## src/rtl/fetch_ctrl.sv

```systemverilog
// Instruction-fetch sequencer: PC advance/redirect/hold, IF/ID and ID/EX write/flush, IROM wait counting.
// Optional build macro FETCH_CTRL_PERF_EN adds saturating stall_cnt/flush_cnt performance counters.
module fetch_ctrl #(
    parameter int unsigned IROM_LAT = 1
) (
    input  logic        clk,
    input  logic        rst,
    input  logic        ex_redirect,
    input  logic        id_hazard,
    input  logic        ext_halt,
    output logic        pc_we,
    output logic        npc_take,
    output logic        if_id_we,
    output logic        if_id_flush,
    output logic        id_ex_flush,
    output logic        fetch_valid,
    output logic [1:0]  fsm_state
`ifdef FETCH_CTRL_PERF_EN
    ,
    output logic [31:0] stall_cnt,
    output logic [31:0] flush_cnt
`endif
);

    localparam int unsigned WW = (IROM_LAT > 0) ? $clog2(IROM_LAT + 1) : 1;
    localparam logic [WW-1:0] LAT_W = WW'(IROM_LAT);

    typedef enum logic [1:0] {
        ST_BOOT  = 2'd0,
        ST_FETCH = 2'd1,
        ST_HALT  = 2'd2
    } state_e;

    state_e          state_q, state_d;
    logic [WW-1:0]   wcnt_q, wcnt_d;
    logic            word_ready_s;
    logic            redirect_s;
    logic            pc_we_s, npc_take_s, if_id_we_s, if_id_flush_s, id_ex_flush_s, fetch_valid_s;

    assign word_ready_s = (wcnt_q == {WW{1'b0}});

    // State and wait-counter registers with synchronous active-low reset.
    always_ff @(posedge clk) begin
        if (!rst) begin
            state_q <= ST_BOOT;
            wcnt_q  <= LAT_W;
        end else begin
            state_q <= state_d;
            wcnt_q  <= wcnt_d;
        end
    end

    // Next-state and raw control decode; a redirect always wins, even over a busy IROM.
    always_comb begin
        state_d       = state_q;
        wcnt_d        = wcnt_q;
        redirect_s    = 1'b0;
        pc_we_s       = 1'b0;
        npc_take_s    = 1'b0;
        if_id_we_s    = 1'b0;
        if_id_flush_s = 1'b0;
        id_ex_flush_s = 1'b0;
        fetch_valid_s = 1'b0;
        case (state_q)
            ST_BOOT: begin
                if_id_flush_s = 1'b1;
                id_ex_flush_s = 1'b1;
                state_d       = ST_FETCH;
                wcnt_d        = LAT_W;
            end
            ST_FETCH: begin
                if (ex_redirect) begin
                    redirect_s    = 1'b1;
                    pc_we_s       = 1'b1;
                    npc_take_s    = 1'b1;
                    if_id_flush_s = 1'b1;
                    id_ex_flush_s = 1'b1;
                    wcnt_d        = LAT_W;
                end else if (!word_ready_s) begin
                    wcnt_d = wcnt_q - WW'(1'b1);
                    if (id_hazard) begin
                        id_ex_flush_s = 1'b1;
                    end else begin
                        if_id_flush_s = 1'b1;
                    end
                end else if (id_hazard) begin
                    // Hold with wcnt at zero so the same word is presented again.
                    id_ex_flush_s = 1'b1;
                end else if (ext_halt) begin
                    state_d = ST_HALT;
                end else begin
                    pc_we_s       = 1'b1;
                    if_id_we_s    = 1'b1;
                    fetch_valid_s = 1'b1;
                    wcnt_d        = LAT_W;
                end
            end
            ST_HALT: begin
                id_ex_flush_s = 1'b1;
                if (!ext_halt) begin
                    state_d = ST_FETCH;
                    wcnt_d  = LAT_W;
                end else begin
                    state_d = ST_HALT;
                end
            end
            default: begin
                state_d = ST_BOOT;
                wcnt_d  = LAT_W;
            end
        endcase
    end

    // Output gating: everything reads zero while reset is asserted.
    always_comb begin
        if (!rst) begin
            pc_we       = 1'b0;
            npc_take    = 1'b0;
            if_id_we    = 1'b0;
            if_id_flush = 1'b0;
            id_ex_flush = 1'b0;
            fetch_valid = 1'b0;
            fsm_state   = 2'b00;
        end else begin
            pc_we       = pc_we_s;
            npc_take    = npc_take_s;
            if_id_we    = if_id_we_s;
            if_id_flush = if_id_flush_s;
            id_ex_flush = id_ex_flush_s;
            fetch_valid = fetch_valid_s;
            fsm_state   = state_q;
        end
    end

`ifdef FETCH_CTRL_PERF_EN
    logic [31:0] stall_cnt_q, stall_cnt_d;
    logic [31:0] flush_cnt_q, flush_cnt_d;

    // Saturating counter next-state.
    always_comb begin
        stall_cnt_d = stall_cnt_q;
        flush_cnt_d = flush_cnt_q;
        if ((state_q == ST_FETCH) && !pc_we_s && (stall_cnt_q != 32'hFFFF_FFFF)) begin
            stall_cnt_d = stall_cnt_q + 32'd1;
        end else begin
            stall_cnt_d = stall_cnt_q;
        end
        if (redirect_s && (flush_cnt_q != 32'hFFFF_FFFF)) begin
            flush_cnt_d = flush_cnt_q + 32'd1;
        end else begin
            flush_cnt_d = flush_cnt_q;
        end
    end

    // Performance counter registers, cleared by reset.
    always_ff @(posedge clk) begin
        if (!rst) begin
            stall_cnt_q <= 32'd0;
            flush_cnt_q <= 32'd0;
        end else begin
            stall_cnt_q <= stall_cnt_d;
            flush_cnt_q <= flush_cnt_d;
        end
    end

    assign stall_cnt = stall_cnt_q;
    assign flush_cnt = flush_cnt_q;
`endif

endmodule

```

## config.mk

```make
export PLATFORM = sky130hd
export DESIGN_NAME = fetch_ctrl
export DESIGN_NICKNAME = d
export VERILOG_FILES = /design/src/rtl/fetch_ctrl.sv
export SDC_FILE = /design/constraint.sdc
export NUM_CORES = 1
export LEC_CHECK = 0
export BUFFER_PORTS_ARGS = -buffer_cell sky130_fd_sc_hd__buf_4
export CAP_MARGIN = 20
export CORE_AREA = 5 5 42 44
export DETAILED_ROUTE_END_ITERATION = 8
export DIE_AREA = 0 0 47 49
export HOLD_SLACK_MARGIN = 0.08
export PLACE_DENSITY = 0.42
export SLEW_MARGIN = 20
export SYNTH_ARGS = -nofsm -noshare
export SYNTH_HDL_FRONTEND = slang
export SYNTH_SLANG_ARGS = --single-unit
```

## constraint.sdc

```tcl
create_clock -name clk -period 1.32 [get_ports clk]
set_input_delay 0 -clock clk [delete_from_list [all_inputs] [get_ports clk]]
set_output_delay 0 -clock clk [all_outputs]
set_load 0.01 [all_outputs]
```

==> results of run 1 <==
-- layout make-up --
cell class                      instances  area share (%)
Clock buffer                            4            6.56
Inverter                                2            1.88
Multi-Input combinational cell         24            38.4
Sequential cell                         3            15.6
Tap cell                               16            5.00
Timing Repair Buffer                   16            32.5
-- sequential cells by signal, summed over array words and instances (netlist names) --
| register | count |
|---|---|
| wcnt_q | 1 |
| state_q | 2 |
-- what timing repair did --
item                                   4_1_cts  5_1_grt
endpoints found under the hold margin        3        0
setup endpoints to repair                    2        2
hold buffers                                 4        0
pin swaps                                    0        1
gates resized for setup                      1        2
-- per-layer routing --
| metal | global-route usage, % | wire, µm | vias to the layer above |
|---|---|---|---|
| li1 | - | - | 144 |
| met2 | 9.50 | 346 | 8 |
| met1 | 6.33 | 277 | 133 |
| met5 | 0 | 0 | - |
| met3 | 0 | 38 | 3 |
| met4 | 9.68 | 29 | 0 |
-- cell families (layout without fill, tap and decap cells) --
| family | after synthesis | in the layout | share of synthesized area (%) |
|---|---|---|---|
| AO/OA/AOI/OAI | 9 | 9 | 26.8 |
| buffers and inverters | 4 | 22 | 8.74 |
| flip-flops | 3 | 3 | 26.2 |
| AND/OR/NAND/NOR | 15 | 15 | 38.2 |
-- how the worst max path moves through the flow --
stage,endpoint,depth (start not counted)
4_1_cts,fetch_valid,3
3_3_place_gp,fetch_valid,3
5_1_grt,if_id_we,3
2_1_floorplan,if_id_we,4
3_5_place_dp,fetch_valid,3
6_report,if_id_we,5
-- cells in the mapped netlist (all sizes together) --
cell and n:
a311oi 1, a31oi 2, dfxtp 3, inv 2, nor3 2, o21bai 1, a21oi 3, nand2b 2
o2bb2ai 1, nor2 3, or3 1, nand3b 2, buf 2, nor3b 1, o21ai 1, and2 2
nand2 2
-- power by group --
group | switching (mW) | leakage [nW] | internal [mW] | total (mW)
Sequential | 0.00679 | 0.0253 | 0.0956 | 0.102
Combinational | 0.0311 | 0.129 | 0.0378 | 0.0689
Clock | 0.0568 | 0.0150 | 0.114 | 0.171
-- worst max-delay path, stage by stage --
cell and delay [ns]:
dlygate4sd3_1 0.53, buf_4 0.15, nor3_2 0.17, nor3b_2 0.24
buf_4 0.16
==> metrics, run 1 <==
status finished clean; Layout area overhead 74.9%; I/O Buffers 12; CP startpoint kind input pin; final non-filler cell area 400 µm²; Reg clk slew, reported paths roughly 0.03 ns; final slew viol count 0; Mapped Cells 31; library cells used by synthesis 20; vias post-DR roughly 290; critical path class in -> out; first-pass GRT wire length 1010 µm; leakage 0.170 nW; number of global-route vias before repair 250; max_cap viols 0; Die H slightly below 50 µm; Final setup viols 0; core box area between 1000 and 1500 µm²; RSZ-0062 raised after global routing false; Hold Vio Cnt, Final 0; number of cells on the worst hold path 4; Critical R2R Launch state_q[1]; TNS Setup 0 ns; Clock Path Buffers 2; IO Count 13; Hold Crit Start id_hazard; grt total ovfl 0; Post-Syn Area per Cell 7.39 µm²; FF+latch count, synth 3; PwrDens about 850 nW/µm²; Row Count 14; CTS tree yes; Fillers roughly 170; most common cell after layout, fill and taps aside buf_4; Fin Hold WS about 0.091 ns; CTS root buffer clkbuf_4; initial antenna violation count 0; Final nets between 50 and 60; hold path endpoint state_q[1]; Yosys Warn Count 0; Rel. slew slack 85.4%; cell taking the most area after synthesis dfxtp_1; critical path peak fanout 5; placed cells 57; Max Clk Rate between 0.7 and 0.8 GHz; total setup buffers inserted after CTS 0; top cell type's share of synthesized area a little over a quarter; Tmin final roughly 1.3 ns; Mapped Area ~230 µm²; # DRC 0; post-route total power around 0.34 mW; clk sinks 3; drt first pass iters 4; detailed placement HPWL around 500 µm; Critical R2R Capture wcnt_q; Post-DP Area 327 µm²; Num CTS Buffers 3; Tightest Pin Transition between 0.2 and 0.25 ns; r2r setup slk ~0.34 ns; DP Worst Slack about 0.22 ns; largest net degree at the start of global routing 10; post-route ant nets 0; area of the multi-input gates between 150 and 200 µm²; fin crit share approximately 96%; sequential area share after synthesis between 20% and 30%; Routed WL 691 µm; Peak VDD IR 0.286 mV; Worst Path Arrival 1.26 ns; starting density of the core 16.3%; Setup Skew roughly 0.0086 ns; syn nets 36; final design utilization 28.6%; layout cells sized above 1 roughly 40%; Worst Hold Class in -> reg; All-Layer GR Usage about 6.5%; Seq. cell area approximately 63 µm²; Clk Latency, worst-skew pair about 0.24 ns; H-tree depth 1; fin cells 65; DR vias/cell between 4 and 5; CP Launch Point ex_redirect; routability congestion estimate 0.647; final setup margin slightly below 0.06 ns; r2r worst-path depth 3; required time of the worst setup path about 1.3 ns; Iteration-0 DRC Markers 5; routed len/inst roughly 11 µm; synth top area cells dfxtp_1 26%, nand3b_1 6.6%, a31oi_1 5.5%, and2_1 5.5%, nand2b_1 5.5%; most frequent cells in the layout 12 x buf_4, 4 x dlygate4sd3_1, 3 x nor2_1, 3 x clkbuf_4; antenna diode count 0; die area around 2300 µm²; Crit. End Element output pin; Die Wd 47 µm
No activity file was read; power rests on OpenSTA's default activity.
==> run 2: changes to the inputs <==
- PLACE_DENSITY: 0.42 -> default
==> metrics, run 2 (synthesis results as in run 1) <==
Peak VDD IR around 0.26 mV; number of cells on the worst hold path 4; largest net degree at the start of global routing 10; H-tree depth 1; Layout area overhead 67.8%; critical path peak fanout 8; Critical R2R Launch state_q[1]; leakage roughly 0.17 nW; Clock Path Buffers 2; Final nets 53; Hold Vio Cnt, Final 0; Setup Skew approximately 0.00078 ns; vias post-DR 270; PwrDens 847 nW/µm²; Rel. slew slack ~85%; # DRC 0; final setup margin around 0.079 ns; r2r setup slk roughly 0.29 ns; routability congestion estimate about 0.7; DP Worst Slack 0.221 ns; Hold Crit Start ex_redirect; number of global-route vias before repair between 200 and 300; RSZ-0062 raised after global routing false; Num CTS Buffers 3; Worst Path Arrival 1.24 ns; DR vias/cell 4.29; Fin Hold WS roughly 0.11 ns; Critical R2R Capture wcnt_q; Reg clk slew, reported paths 0.04 ns; fin cells 63; Final setup viols 0; max reg flops 2; grt total ovfl 0; detailed placement HPWL around 440 µm; core box area between 1000 and 1500 µm²; layout cells sized above 1 a little under two fifths; Tightest Pin Transition about 0.22 ns; Clk Latency, worst-skew pair ~0.23 ns; IO Count 13; antenna diode count 0; starting density of the core around 16%; I/O Buffers 12; Routed WL between 600 and 700 µm; Die Wd 47 µm; required time of the worst setup path between 1 and 1.5 ns; final design utilization 27.4%; Iteration-0 DRC Markers 7; Crit. End Element output pin; max_cap viols 0; Regs by FF count state_q x2, wcnt_q x1; critical path class reg -> out; die area about 2300 µm²; Max Clk Rate between 0.8 and 0.9 GHz; first-pass GRT wire length 959 µm; clk sinks 3; CTS root buffer clkbuf_4; All-Layer GR Usage under 10%; Die H ~50 µm; most common cell after layout, fill and taps aside buf_4; status finished clean; CTS tree yes; Tmin final about 1.2 ns; initial antenna violation count 0; placed cells 57; drt first pass iters 4; Row Count 14; routed len/inst around 9.6 µm; Worst Hold Class in -> reg; post-route ant nets 0; r2r worst-path depth 3; hold path endpoint state_q[1]; Fillers 163; fin crit share a little over nine tenths; most frequent cells in the layout 11 x buf_4, 3 x nor2_1, 3 x clkbuf_4; TNS Setup 0 ns; Largest Register state_q; CP startpoint kind register; final slew viol count 0
-- run 2: changes by cell type in the layout (fill, tap and decap cells not counted) --
cell / delta
dlymetal6s4s_1: +1
dlygate4sd3_1: -2
buf_4: -1
dfxtp_1: +1
dfxtp_2: -1
-- run 2: worst max-delay path, cell delays in order, from the launching register on --
cell and delay, ns:
dfxtp_1 0.36, nand3b_1 0.27, nor3b_2 0.23, buf_4 0.15
-- run 2: area by class of cell --
class                           count  area (µm²)  share of cell area (%)
Multi-Input combinational cell     24         154                    40.1
Timing Repair Buffer               14         115                    30.0
Inverter                            2        7.51                    1.95
Tap cell                           16        20.0                    5.21
Clock buffer                        4        26.3                    6.84
Sequential cell                     3        61.3                    16.0
-- run 2: worst max-delay path by stage --
stage | cells past startpoint | to | from
floorplan | 4 | if_id_we | state_q[0]
global placement | 3 | if_id_we | wcnt_q
detailed placement | 3 | if_id_we | state_q[0]
CTS | 5 | pc_we | ext_halt
global route | 3 | if_id_we | state_q[1]
finish | 3 | if_id_we | state_q[1]
-- run 2: repair_timing --
item                                    CTS  global route
resized for setup                         1             2
buffers inserted                          0             0
hold endpoints to repair                  3             0
hold buffers                              3             0
pin swaps                                 0             2
endpoints found under the setup margin    2             6
-- run 2: metrics by stage --
stage               area (µm²)  total power [mW]
global route               384             0.341
detailed placement         327             0.162
CTS                        388             0.334
floorplan                  229             0.129
finish                     384             0.325
global placement           327             0.162
-- run 2: layer usage --
metal	share of wire, %	up-vias	track usage (%)
met5	0	-	0
met4	0	0	4.15
met3	7.6	0	2.21
met2	50	6	8.82
met1	42	123	6.36
li1	-	141	-
-- run 2: power breakdown --
group	total (mW)	switching, mW	leakage, nW	internal, mW
logic	0.0638	0.0292	0.129	0.0345
clock network	0.159	0.0459	0.0150	0.113
registers	0.103	0.00689	0.0248	0.0957
==> run 3: changes to the inputs <==
==> constraint.sdc (replaced) <==
create_clock -name clk -period 1.32 [get_ports clk]
set_input_delay 0.066 -clock clk [delete_from_list [all_inputs] [get_ports clk]]
set_output_delay 0.066 -clock clk [all_outputs]
set_load 0.01 [all_outputs]
==> metrics, run 3 (synthesis results as in run 1) <==
Die Wd around 47 µm; Final setup viols 0; All-Layer GR Usage about 6.2%; Die H roughly 49 µm; RSZ-0062 raised after global routing true; initial antenna violation count 0; Regs by FF count state_q x2, wcnt_q x1; slowest stage delay, CP around 0.4 ns; Fin Hold WS roughly 0.10 ns; Rel. slew slack a little over four fifths; PwrDens 829 nW/µm²; Max Clk Rate 0.778 GHz; antenna diode count 0; Row Count 14; routed len/inst 9.91 µm; DP Worst Slack ~0.22 ns; Clock Path Buffers 2; Hold Vio Cnt, Final 0; critical path class reg -> out; Num CTS Buffers 3; Worst Path Arrival 1.22 ns; leakage 0.177 nW; Iteration-0 DRC Markers 5; final setup margin approximately 0.035 ns; IO Count 13; max reg flops 2; Layout area overhead 76.0%; I/O Buffers 12; final non-filler cell area between 400 and 500 µm²; starting density of the core 16.3%; CTS tree yes; worst-path cell chain or3_4 -> a21oi_2 -> buf_4; post-route ant nets 0; CP max stage cell or3_4; critical path peak fanout 5; vias post-DR around 270; clk sinks 3; core box area 1400 µm²; die area 2300 µm²; max_cap viols 0; Reg clk slew, reported paths approximately 0.04 ns; H-tree depth 1; first-pass GRT wire length 1010 µm; Clk Latency, worst-skew pair around 0.23 ns; Routed WL roughly 640 µm; grt total ovfl 0; post-route total power about 0.33 mW; largest net degree at the start of global routing 9; routability congestion estimate just under 0.7; status finished clean; Crit. End Element output pin; # DRC 0; final slew viol count 0; CP startpoint kind register; placed cells just under 60; drt first pass iters 4; DR vias/cell approximately 4.2; Peak VDD IR ~0.45 mV; fin cells 65; Largest Register state_q; Setup Skew about 0.00098 ns; layout cells sized above 1 between 40% and 50%; Tmin final ~1.3 ns; Final nets 55; most frequent cells in the layout 15 x buf_4, 3 x nor2_1, 3 x clkbuf_4; CTS root buffer clkbuf_4; detailed placement HPWL between 400 and 500 µm; Post-DP Area 342 µm²; most common cell after layout, fill and taps aside buf_4; required time of the worst setup path ~1.3 ns; Worst Hold Class in -> reg; number of global-route vias before repair 244; Tightest Pin Transition ~0.24 ns; fin crit share 97.3%
==> run 3: path summary, 6_finish.rpt <==
kind,start,to,slack (ns),cells after the start
setup / recovery,wcnt_q,pc_we,0.04,3
hold / removal,rst,wcnt_q,0.10,2
setup reg to reg,state_q[0],wcnt_q,0.33,4
hold reg to reg,state_q[0],state_q[0],0.59,2
==> run 3: timing repair <==
action	in CTS	in global routing
buffers inserted	0	1
endpoints found under the hold margin	1	0
pin swaps	0	1
hold buffers	1	0
resized for setup	1	3
setup endpoints to repair	2	3
==> run 3: report_power, final <==
group          switching, mW  internal [mW]
registers            0.00457         0.0957
clock network         0.0472          0.113
logic                 0.0355         0.0376
total                 0.0873          0.247
==> run 3: per-stage QoR <==
step | TNS [ns] | utilization (%)
2_1_floorplan | 0 | -
4_1_cts | 0 | 27.3
3_5_place_dp | 0 | 24.4
3_3_place_gp | 0 | 24.4
6_report | 0 | 28.7
5_1_grt | -0.0104 | 28.7
==> run 3: metal layers <==
metal  wire length [µm]  vias to the layer above  track usage [%]
li1                   -                      146                -
met1                294                      119             7.44
met2                294                        6             8.82
met3                 56                        0             4.43
met4                  0                        0             1.38
met5                  0                        -                0
==> run 3: worst max-delay path, delay by kind of cell (launching register included) <==
family / cells / cell delay (ns)
AND/OR/NAND/NOR: 1 / 0.39
flip-flops: 1 / 0.34
AO/OA/AOI/OAI: 1 / 0.13
buffers and inverters: 1 / 0.13
==> run 3: area by class of cell <==
cell class | instances | area [µm²]
Timing Repair Buffer | 16 | 123
Clock buffer | 4 | 26.3
Fill cell | 168 | 998
Inverter | 2 | 7.51
Multi-Input combinational cell | 24 | 165
Sequential cell | 3 | 61.3
Tap cell | 16 | 20.0
